<file path="config.mk">
export PLATFORM = sky130hd
export DESIGN_NAME = uart_byte_tx
export DESIGN_NICKNAME = d
export VERILOG_FILES = /design/src/rtl/uart_pkg.sv /design/src/rtl/uart_baud_cnt.sv /design/src/rtl/uart_byte_tx.sv
export SDC_FILE = /design/constraint.sdc
export NUM_CORES = 1
export LEC_CHECK = 0
export ABC_AREA = 1
export CORE_UTILIZATION = 50
export DETAILED_ROUTE_END_ITERATION = 6
export PLACE_DENSITY = 0.8
export SYNTH_ARGS = -nofsm -noshare
export SYNTH_HDL_FRONTEND = slang
export SYNTH_SLANG_ARGS = --single-unit
</file>
<file path="constraint.sdc">
create_clock -name sys_clk -period 1.54 [get_ports sys_clk]
set_input_delay 0.154 -clock sys_clk [delete_from_list [all_inputs] [get_ports sys_clk]]
set_output_delay 0.154 -clock sys_clk [all_outputs]
set_load 0.005 [all_outputs]
</file>
<file path="src/rtl/uart_pkg.sv">
// Shared UART definitions: parity encodings, frame lengths and the baud divisor helper.
// Used by the transmitter now and by the receiver later.
package uart_pkg;

    localparam int unsigned PAR_NONE = 0;
    localparam int unsigned PAR_ODD  = 1;
    localparam int unsigned PAR_EVEN = 2;

    localparam int unsigned FRAME_LEN_NOPAR = 10;
    localparam int unsigned FRAME_LEN_PAR   = 11;

    typedef enum logic {
        StIdle,
        StSend
    } tx_state_e;

    // Clocks per bit; truncation error against the nominal rate is accepted.
    function automatic int unsigned calc_baud_div(input int unsigned clk_freq,
                                                  input int unsigned baud);
        return clk_freq / baud;
    endfunction

endpackage

</file>
<file path="src/rtl/uart_baud_cnt.sv">
// Bit-period divider: counts 0..DIV-1 while enabled, held at zero while disabled.
// bit_tick is high for the single cycle at terminal count.
module uart_baud_cnt #(
    parameter int unsigned DIV = 434
) (
    input  logic sys_clk,
    input  logic rst_n,
    input  logic enable,
    output logic bit_tick
);

    localparam int unsigned CntW = (DIV > 1) ? $clog2(DIV) : 1;
    localparam logic [CntW-1:0] LastCnt = CntW'(DIV - 1);

    logic [CntW-1:0] cnt;

    assign bit_tick = enable && (cnt == LastCnt);

    always_ff @(posedge sys_clk or negedge rst_n) begin
        if (!rst_n) begin
            cnt <= '0;
        end else if (!enable || bit_tick) begin
            cnt <= '0;
        end else begin
            cnt <= cnt + CntW'(1);
        end
    end

endmodule

</file>
<file path="src/rtl/uart_byte_tx.sv">
// UART byte transmitter: start bit, 8 data bits LSB first, optional parity, one stop bit.
// Emits a one-cycle tx_done at frame completion; that cycle can also accept the next byte.
module uart_byte_tx
    import uart_pkg::*;
#(
    parameter int unsigned CLK_FREQ = 50_000_000,
    parameter int unsigned BAUD     = 115200,
    parameter int unsigned PARITY   = 0
) (
    input  logic       sys_clk,
    input  logic       rst_n,
    input  logic       send_go,
    input  logic [7:0] data,
    output logic       uart_tx,
    output logic       tx_done,
    output logic       busy
);

    localparam int unsigned BAUD_DIV = calc_baud_div(CLK_FREQ, BAUD);
    localparam logic [3:0] FrameLen =
        4'((PARITY == PAR_NONE) ? FRAME_LEN_NOPAR : FRAME_LEN_PAR);
    localparam logic [3:0] LastDataIdx = 4'd8;
    localparam logic [3:0] ParityIdx   = 4'd9;

    if (BAUD_DIV < 2) begin : g_bad_baud_div
        $error("uart_byte_tx: CLK_FREQ / BAUD must be at least 2");
    end

    if (PARITY > PAR_EVEN) begin : g_bad_parity
        $error("uart_byte_tx: PARITY must be 0 (none), 1 (odd) or 2 (even)");
    end

    tx_state_e  state;
    logic [3:0] bit_idx;
    logic [3:0] next_idx;
    logic [7:0] shreg;
    logic       par_bit;
    logic       baud_en;
    logic       bit_tick;

    assign baud_en  = (state == StSend);
    assign next_idx = bit_idx + 4'd1;

    uart_baud_cnt #(
        .DIV(BAUD_DIV)
    ) u_baud_cnt (
        .sys_clk (sys_clk),
        .rst_n   (rst_n),
        .enable  (baud_en),
        .bit_tick(bit_tick)
    );

    always_ff @(posedge sys_clk or negedge rst_n) begin
        if (!rst_n) begin
            state   <= StIdle;
            bit_idx <= '0;
            shreg   <= '0;
            par_bit <= 1'b0;
            uart_tx <= 1'b1;
            tx_done <= 1'b0;
            busy    <= 1'b0;
        end else begin
            tx_done <= 1'b0;
            case (state)
                StIdle: begin
                    if (send_go) begin
                        shreg   <= data;
                        par_bit <= (PARITY == PAR_ODD) ? ~^data : ^data;
                        bit_idx <= '0;
                        uart_tx <= 1'b0;
                        busy    <= 1'b1;
                        state   <= StSend;
                    end
                end
                StSend: begin
                    // uart_tx is loaded with the bit that starts on the next period.
                    if (bit_tick) begin
                        bit_idx <= next_idx;
                        if (next_idx == FrameLen) begin
                            bit_idx <= '0;
                            uart_tx <= 1'b1;
                            tx_done <= 1'b1;
                            busy    <= 1'b0;
                            state   <= StIdle;
                        end else if (next_idx <= LastDataIdx) begin
                            uart_tx <= shreg[0];
                            shreg   <= {1'b0, shreg[7:1]};
                        end else if (next_idx == ParityIdx && PARITY != PAR_NONE) begin
                            uart_tx <= par_bit;
                        end else begin
                            uart_tx <= 1'b1;
                        end
                    end
                end
                default: state <= StIdle;
            endcase
        end
    end

endmodule

</file>
# After elaboration in Yosys (flattened, before gate mapping)
# Index checks and enable logic that the tools add are counted.
[totals]
register_bits = 25
elab_cells = 50
[op_classes]
n_reduce_logical = 6
muxes = 26
order_cmp = 1
eq_ne = 7
bitwise_logic = 1
add_sub_neg = 2
[op_table]
columns = ["cell", "count"]
rows = [
  ["$mux W8", 4],
  ["$pmux W8 S2", 1],
  ["$mux W1", 13],
  ["$mux W4", 3],
  ["$add A9 B1 Y9 const B", 1],
  ["$eq A9 B9 Y1 const B", 1],
  ["$mux W9", 1],
  ["$pmux W4 S2", 1],
  ["$ne A2 B1 Y1 const B", 3],
  ["$pmux W1 S2", 3],
  ["$add A4 B1 Y4 const B", 1],
  ["$eq A4 B4 Y1 const B", 1],
  ["$le A4 B4 Y1 const B", 1],
  ["$ne A2 B2 Y1 const B", 2],
  ["$reduce_and A4 Y1", 1],
  ["$reduce_and A3 Y1", 1],
  ["$reduce_and A2 Y1", 1],
  ["$logic_and A1 B1 Y1", 1],
  ["$logic_not A1 Y1", 1],
  ["$logic_or A1 B1 Y1", 1],
  ["$not A1 Y1", 1],
]

# Depth between registers and ports, before layout
# Gate-level depths: netlist (run 1).
[logic_depth]
ltp_word = 6
mapped_depth = 9
mapped_depth_nobuf = 9

# Hierarchy
# Synthesis (run 1) repeated with hierarchy kept, for this count alone.
[unflattened]
cells_unflattened = 182
area_unflattened_um2 = 1438.9
[by_module_without_submodules]
columns = ["module", "seq_area_each_um2", "cells_each", "instances", "area_each_um2"]
rows = [
  ["uart_byte_tx", 401.6, 114, 1, 930.9],
  ["uart_baud_cnt", 225.2, 68, 1, 508.0],
]

# Worst setup path after synthesis (run 1)
# No wires, ideal clock.
[synth_path]
kind = "reg2reg"
start = "reg bit_idx[0]"
end = "reg shreg[7]"
arrival_ns = 1.238
setup_slack_ns = 0.185
t_required_ns = 1.424
path_stages_with_launch = 7
cell_sequence = "dfrtp_1 ha_1 or2_2 nand3_4 nand2_4 nand2_1 nand2_1"
[synth_between]
elab_chain_len = 4
word_cells_on_any_way = 6
cone_classes = "add/sub (1); order compare (1); eq/ne (3); reduce/logical (1)"
[synth_rtl]
columns = ["item", "line_no", "rtl"]
rows = [
  ["from (decl)", "uart_byte_tx.sv:34", "logic [3:0] bit_idx;"],
  ["from (signal assigned)", "uart_byte_tx.sv:78", "bit_idx <= next_idx;"],
  ["$add A4 B1 Y4 *", "uart_byte_tx.sv:42", "assign next_idx = bit_idx + 4'd1;"],
  ["$le A4 B4 Y1 / $eq A4 B4 Y1 (equally long branches)", "uart_byte_tx.sv:85, uart_byte_tx.sv:79", ""],
  ["$ne A2 B1 Y1 (no source line) / $ne A2 B2 Y1 (equally long branches)", "--", ""],
  ["$reduce_and A4 Y1 (no source line) *", "--", ""],
  ["to (signal assigned)", "uart_byte_tx.sv:67", "shreg <= data;"],
  ["to (signal assigned)", "uart_byte_tx.sv:87", "shreg <= {1'b0, shreg[7:1]};"],
  ["to (decl)", "uart_byte_tx.sv:36", "logic [7:0] shreg;"],
]
# Every way passes the cells marked *; elsewhere a longest branch is shown, timed or not.
# A chain may end at the register's enable or synchronous reset.

# Worst setup path after layout (run 1)
[layout_path]
start = "reg u_baud_cnt.cnt[1]"
end = "reg shreg[6]"
[layout_between]
elab_chain_len = 4
[layout_rtl]
columns = ["item", "line_no", "rtl"]
rows = [
  ["from (decl)", "uart_baud_cnt.sv:15", "logic [CntW-1:0] cnt;"],
  ["from (signal assigned)", "uart_baud_cnt.sv:25", "cnt <= cnt + CntW'(1);"],
  ["$eq A9 B9 Y1", "uart_baud_cnt.sv:17", "assign bit_tick = enable && (cnt == LastCnt);"],
  ["$logic_and A1 B1 Y1", "uart_baud_cnt.sv:17", ""],
  ["$ne A2 B1 Y1 (no source line)", "--", ""],
  ["$reduce_and A4 Y1 (no source line)", "--", ""],
]
# No other way between the ends.

==> results.md, run 1 <==
Outcome:
- The run finished with clean final reports.

Setup path:
- At the worst endpoint, the arrival time is 1.66 ns.
- STA classifies the critical path startpoint as a flip-flop.
- The maximum net fanout on the critical path is 12.
- The cell type with the highest occurrence count on the critical path is nand2_1.
- Setup slack on the worst reg-to-reg path comes out at 0.10 ns.
- In this design, the largest share of critical-path delay is due to simple AND/OR/NAND/NOR gates.
- The critical path crosses 9 cells after its start point.
- The setup path with the least slack is of type reg2reg.
- In this design, the stage delay of the slowest critical-path cell is 0.42 ns.
- Counting cells, the worst reg-to-reg path comes to 9.
- The cell type of the slowest stage on the worst timing path is dfrtp_1.
- Walking the worst path, the cells encountered are inv_1, ha_1, nand2_1, nor2_4, nand3_2, nand2_4, nand2_4, nand2_1, nand2_1.
- The number of buffer and inverter stages on the critical path is 1.
- The endpoint required time on the critical path is 1.76 ns.
- In this run the critical register-to-register path is captured at shreg[6].
- The startpoint identified for the worst register-to-register timing path is u_baud_cnt.cnt[1].
- The worst setup path is captured at a flip-flop.

Global routing:
- The global-route track usage on met1 is 0.2573.
- The wire length of the first global-routing pass is 3912 um.
- The via count of the first global-routing pass is 931.
- After global routing the overflow that remains totals 0.
- The overall global routing resource usage is 0.1927.
- The number of antenna violations at the first check in global routing was 0.
- Entering global routing, the biggest net connects 26 pins.
- For this run, global-route usage on met3 was measured as 0.02586.
- For this run, global-route usage on met2 was measured as 0.3249.
- The global-route layer with the greatest usage is met2.

Clock network:
- The tree is rooted in a clkbuf_4.
- CTS saw 25 sinks.
- The CTS tree is yes.
- The number of buffers added by the clock tree synthesis step is 3.
- Clock-pin slew was measured on the worst setup and hold paths at 0.14 ns.
- The buffer depth of the longest clock path is 2.
- In this run the number of H-tree levels came out at 1.
- The clock latency at the later pin of the worst-skew pair is 0.32 ns.

Synth:
- In this run, synthesis produced a sequential element count of 25.
- Of the total synthesized cell area, the portion taken by XOR and XNOR cells is 0.
- The share of the synthesized area in compound gates (AO/OA/AOI/OAI) was 0.03155.
- The largest family of logic cells by synthesized area is simple AND/OR/NAND/NOR gates.
- Of the total synthesized cell area, the portion taken by full adders, half adders and majority gates is 0.03824.
- Synthesis produced a netlist whose cell count is 169.
- The average instance in the mapped netlist occupies 7.744 sq um.
- The mapped netlist covers 0.001309 sq mm.
- Of the post-synthesis cell area, the part taken by muxes is 0.007648.
- The proportion of synthesized chip area in sequential cells is 0.4790.
- After synthesis, the netlist uses 23 different library cells.
- The post-synthesis simple-gate area fraction is 0.3652.
- The synthesis warning total is 0.
- When the netlist entered floorplanning its net count stood at 184.

Floorplanning:
- The core region is 0.002477 sq mm.
- The floorplan die width is 53.16 um.
- In this run the vertical extent of the chip is 53.16 um.
- The die footprint is 0.002826 sq mm.
- The initial core utilization is 0.5283.
- The I/O pin total is 14.
- The floorplan has 18 rows.

Drt:
- The number of DRC markers in iteration 0 is 13.
- The number of iterations in the first detailed-routing pass is 4.
- After detailed routing, the average wire length per cell comes to 11.13 um.
- Across all layers, the routed design uses 1080 vias.
- The remaining design rule violation count is 0.
- The antenna violation net count after detailed routing is 0.
- The average vias per placed instance is 5.000.
- Wires add up to 2405 um.

STA:
- The final hold slack is 0.1717 ns.
- Setup repair after global routing left no endpoint under its margin.
- For the final routed database, the setup TNS stands at 0 ns.
- The tightest slew margin relative to the limit is 0.7963.
- The minimum setup slack in the final design is 0.1048 ns.
- The final hold violation count is 0.
- For the final database, setup skew stands at 0.004446 ns.
- Setup violations remaining at the end of the flow were counted as 0.
- Of the available clock period, the critical path in the final layout requires 0.9320.
- The max-slew violation total from the final report came to 0.
- For the pin with the worst max-slew slack, the measured transition is 0.3032 ns.
- The top achievable clock speed is 0.6968 GHz.
- The clock period minus final worst setup slack is 1.435 ns.

Cells and area:
- The most common library cell in the layout ignoring fill and taps is nand2_1.
- The number of antenna diodes in the final layout is 0.
- The number of inserted filler cells in the final layout is 223.
- The top cell types in the final layout, fill and taps aside, are 68 x nand2_1, 23 x dfrtp_1, 20 x inv_1.
- The final layout contains 202 nets.
- In the final layout, the share of cells above drive strength 1 is 0.1022.
- The area growth from synthesis to layout is 15.39%.

Pwr:
- The share of total power dissipated in the clock network is 0.305.
- The analysis attributes to cell leakage a power of 0.8250 nW.
- Across the VDD grid, the largest voltage drop is 0.0004398 V.
- The switching portion of total power is 0.2219.
- Summed over all nets, the switching power comes to 0.0002222 W.
- Internal power comes to 0.0007793 W.
- The power per unit of standard cell area is 663.2 mW/mm^2.
- The portion of total power attributed to sequential cells is 0.656.
- The share of total power dissipated in combinational logic is 0.040.

Placement:
- Prior to clock tree synthesis, the placed netlist has a worst setup slack of 0.06916 ns.
- The final RePlAce weighted congestion is 0.7807.
- Port buffering added 13 buffers.
- The detailed placer's ending HPWL is 1731 um.

Min path:
- The tightest min-delay check is of the in2async type.

Run:
- The tool flagged a number of max-cap violations equal to 0.
[area by class of cell]
cell class / count / area, sq um / area share
clock inverters: 1 / 7.507 / 0.004971
repair buffers: 15 / 147.6 / 0.09776
flip-flops and latches: 25 / 628.1 / 0.4159
well taps: 30 / 37.54 / 0.02485
clock buffers: 3 / 22.52 / 0.01491
multi-input cells: 120 / 584.3 / 0.3869
inverters: 22 / 82.58 / 0.05468
[worst reg2reg max path: cells and delay by family (launching register included)]
kind                       cells  cell delay (ns)
and+or+nand+nor                7             0.73
adders and majority gates      1             0.14
DFF                            1             0.42
buffers and inverters          1             0.06
[sequential cells by signal, summed over array words and instances, names as in the netlist]
signal / count
u_baud_cnt.cnt: 9
shreg: 8
bit_idx: 4
baud_en: 1
busy: 1
tx_done: 1
uart_tx: 1
[per-stage QoR]
step	power, W	instance area [sq um]	util	instances
3_3_place_gp	0.0007091	1471	0.5939	212
4_1_cts	0.001012	1501	0.6061	216
6_report	0.001002	1510	0.6096	216
5_1_grt	0.001037	1510	0.6096	216
3_5_place_dp	0.0007100	1471	0.5939	212
2_1_floorplan	0.0006691	1309	-	169
[how the worst max path moves through the flow]
stage	startpoint	end
final	u_baud_cnt.cnt[1]	shreg[6]
after global routing	bit_idx[0]	baud_en
after CTS	uart_tx	uart_tx
after detailed placement	bit_idx[0]	shreg[6]
after global placement	bit_idx[0]	shreg[7]
after floorplan	bit_idx[0]	shreg[7]
[layer usage]
layer,vias to the layer above,share of wire,routed length (um)
met5,-,0,0
met4,0,0.0058,14
met3,2,0.025,61
met2,12,0.48,1148
met1,512,0.49,1180
li1,554,-,-
[logic make-up (layout without fill, tap and decap cells)]
| logic type | Yosys count | count (layout) |
|---|---|---|
| and+or+nand+nor | 107 | 107 |
| DFF | 25 | 25 |
| AOI/OAI and AO/OA | 8 | 8 |
| adders and majority gates | 4 | 4 |
| buffers and inverters | 24 | 41 |
| muxes | 1 | 1 |
[cell usage after synthesis]
master   count  area, sq um
a21oi_1      3        15.01
buf_2        1        5.000
buf_8        1        15.01
dfrtp_1     24        600.6
dfstp_2      1        26.28
ha_1         4        50.05
inv_1       20        75.07
inv_2        2        7.510
mux2i_1      1        10.01
nand2_1     68        255.2
nand2_2      2        12.51
nand2_4      2        22.52
nand3_1     12        60.06
nand3_2      1        10.01
nand3_4      1        17.52
nand4_1      3        18.77
nor2_1      13        48.80
nor2_4       1        11.26
nor3_1       3        15.01
o21ai_0      3        15.01
o21ai_1      1        5.000
o22ai_1      1        6.260
or2_2        1        6.260
[power by group through the flow]
stage	logic, W	registers, W	clock network (W)
3_5_place_dp	0.0000411	0.000669	0
3_3_place_gp	0.0000402	0.000669	0
2_1_floorplan	0.0000000146	0.000669	0
6_report	0.0000396	0.000657	0.000305
4_1_cts	0.0000412	0.000657	0.000314
5_1_grt	0.0000440	0.000657	0.000336
[repair_timing]
action / in CTS / in global routing
hold buffers: 0 / 0
setup endpoints to repair: 0 / 11
setup buffers: 0 / 0
resized for setup: 0 / 4
(Power assumes the default switching activity.)
==> run 2, diff against run 1 <==
Clock period 1.54 ns to 1.75 ns, I/O delays scaled along.
==> run 2 against run 1 <==
  * Sequential power shrank 12%
  * Largest power group unchanged
  * Wire length fell by 6.6%
  * Via count down 0.37%
  * Combinational power decreased by 12%
  * Count of clock-buffer cells in the layout up 1
  * Critical path depth is 8 lower
  * Setup slack improved by 0.11 ns
  * Die area is the same
==> results.md, run 2 (synthesized netlist as in run 1, its figures left out) <==
Outcome:
- Result of the run: complete, no violations (unchanged).

Global routing:
- The number of antenna violations at the first check in global routing is 0 (unchanged).
- The largest net degree at the start of global routing was 26 (unchanged).
- The wire length of the first global-routing pass is 3850 um (was 3912 um).
- The via count of the first global-routing pass came to 950 (was 931).
- The overall global routing resource usage is 0.1875 (was 0.1927).
- The global route total overflow was 0 (unchanged).

Min path:
- The type of the most critical hold path is in2async (unchanged).

Clock network:
- The CTS tree is yes (unchanged).
- The H-tree depth was 1 (unchanged).
- The post-CTS resize count is 0 (unchanged).
- The number of clock sinks came to 25 (unchanged).
- The number of buffers added by the clock tree synthesis step was 3 (unchanged).
- The buffer depth of the longest clock path is 2 (unchanged).
- The clock latency at the later pin of the worst-skew pair was 0.31 ns (was 0.32 ns).
- The root buffer cell is clkbuf_4 (unchanged).
- The count of hold buffers inserted by post-cts repair is 0 (unchanged).
- The post-CTS setup-driven buffer insertion count is 0 (unchanged).
- The register clock-pin slew on the reported worst setup and hold paths was 0.14 ns (about the same).

Floorplanning:
- The I/O pin total is 14 (unchanged).
- The floorplan die width is 53.16 um (unchanged).
- The number of placement rows is 18 (unchanged).
- The die footprint is 0.002826 sq mm (unchanged).
- The initial core utilization is 0.5283 (unchanged).
- The die extent in y is 53.16 um (unchanged).
- The core outline area was 0.002477 sq mm (unchanged).

Cells and area:
- The register name with the most flops is u_baud_cnt.cnt (unchanged).
- The number of nets in the finished design came to 202 (unchanged).
- The number of inserted filler cells in the final layout is 223 (unchanged).
- The most common library cell in the layout ignoring fill and taps was nand2_1 (unchanged).
- The share of layout cells above drive strength 1 is 0.08602 (was 0.1022).
- The register area is 626.9 sq um (was 628.1 sq um).
- The count of antenna diodes in the layout was 0 (unchanged).
- Commonest cells after routing, fill and taps aside: 68 x nand2_1, 24 x dfrtp_1, 20 x inv_1 (was 68 x nand2_1, 23 x dfrtp_1, 20 x inv_1).
- The area taken by multi-input logic gates is 579.3 sq um (was 584.3 sq um).
- The area growth from synthesis to layout came to 14.44% (was 15.39%).
- Registers with the most flip-flops: u_baud_cnt.cnt: 9 flops, shreg: 8 flops, bit_idx: 4 flops (unchanged).
- The number of flip-flops in the largest register was 9 (unchanged).

STA:
- The tightest slew margin relative to the limit was 0.7881 (was 0.7963).
- The final total negative setup slack is 0 ns (unchanged).
- The setup violation total in the final timing report is 0 (unchanged).
- The clock skew was 0.004778 ns (was 0.004446 ns).
- The max-slew violation total from the final report is 0 (unchanged).
- The pin slew with the least headroom to its limit is 0.3178 ns (was 0.3032 ns).
- The top achievable clock speed is 0.6529 GHz.
- Dividing the final minimum period by the clock period gives 0.8753.
- RSZ-0062 raised after global routing: no (unchanged).
- The clock period minus final worst setup slack is 1.532 ns.
- The final hold violation count was 0 (unchanged).
- The final hold slack came to 0.1974 ns (was 0.1717 ns).

Pwr:
- The power consumption is 0.0008729 W (was 0.001002 W).
- The peak supply drop is 0.0005764 V (was 0.0004398 V).
- The leakage power figure came to 0.8281 nW (was 0.8250 nW).
- The power per unit of standard cell area is 582.8 mW/mm^2 (was 663.2 mW/mm^2).

Setup path:
- The kind of launch point of the worst setup path is a flip-flop (unchanged).
- The length in cells of the worst reg-to-reg path is 7 (was 9).
- CP Cell Sequence: clkdlybuf4s50_1 (was inv_1, ha_1, nand2_1, nor2_4, nand3_2, nand2_4, nand2_4, nand2_1, nand2_1).
- The arrival time at the worst endpoint is 1.36 ns (was 1.66 ns).
- The category of the critical setup timing path is reg2out (was reg2reg).
- The maximum net fanout on the critical path came to 2 (was 12).
- The count of cell instances traversed by the critical path is 1 (was 9).
- The cell type of the slowest stage on the worst timing path is dfstp_2 (was dfrtp_1).
- The number of buffer and inverter stages on the critical path is 1 (unchanged).
- The delay contributed by the slowest stage of the critical path is 0.55 ns (was 0.42 ns).
- The critical path capture point type is an output port (was flip-flop).
- The top cell family by delay on the critical path is flip-flops (was simple AND/OR/NAND/NOR gates).
- The endpoint required time on the critical path is 1.57 ns (was 1.76 ns).

Drt:
- The number of DRC markers in iteration 0 is 22 (was 13).
- The total wirelength of the detailed-routed design came to 2247 um (was 2405 um).
- The average wire per cell in the routed design is 10.40 um (was 11.13 um).
- The number of iterations in the first detailed-routing pass is 4 (unchanged).
- The total via count after detailed routing came to 1076 (was 1080).
- The antenna violation net count after detailed routing is 0 (unchanged).
- The average vias per placed instance is 4.981 (was 5.000).
- The remaining design rule violation count is 0 (unchanged).

Placement:
- The detailed placer's ending HPWL was 1696 um (was 1731 um).
- The final RePlAce weighted congestion is 0.7965 (was 0.7807).
- The number of buffer cells added on primary ports is 13 (unchanged).

Run:
- The number of max-capacitance violations reported is 0 (unchanged).
[run 2: cell count changes in the layout (fill, tap and decap cells not counted)]
cell / delta
clkbuf_1: +1
clkdlybuf4s50_1: +1
clkinvlp_4: -1
dfrtp_1: +1
dfrtp_2: -1
dlymetal6s2s_1: -1
nor2_1: +1
nor2_2: -1
or2_2: +1
or2_4: -1
[run 2: routing by layer]
layer / track usage / share of wire / up-vias
li1: - / - / 556
met1: 0.2495 / 0.50 / 505
met2: 0.3080 / 0.48 / 13
met3: 0.02586 / 0.024 / 2
met4: 0.07018 / 0.0045 / 0
met5: 0 / 0 / -
[run 2: final timing paths]
check	startpoint	to	slack, ns
min in group sys_clk	data[7]	shreg[7]	0.41
worst min-delay path	rst_n	bit_idx[1]	0.20
worst min register to register	uart_tx	uart_tx	0.47
worst max register to register	bit_idx[0]	shreg[6]	0.24
max in group asynchronous	rst_n	uart_tx	1.26
worst max-delay path	uart_tx	uart_tx	0.22
[run 2: stage by stage]
step                worst slack, ns  utilization  area (sq um)  std cells
global route                 0.1573       0.6045          1498        216
detailed placement           0.2725       0.5939          1471        212
CTS                          0.2061       0.6045          1498        216
finish                       0.2183       0.6045          1498        216
global placement             0.3305       0.5939          1471        212
floorplan                    0.3952            -          1309        169
[run 2: report_power, final]
group | internal, W | leakage [nW] | switching, W
Clock | 0.0000891 | 0.0150 | 0.000171
Sequential | 0.000578 | 0.300 | 0
Combinational | 0.0000208 | 0.513 | 0.0000140
[run 2: final cells by class]
cell class                 instances  share of cell area
sequential                        25              0.4185
multi-input combinational        120              0.3868
timing repair buffer              15             0.09691
inverter                          22             0.05514
tap                               30             0.02506
clock buffer                       4             0.01754
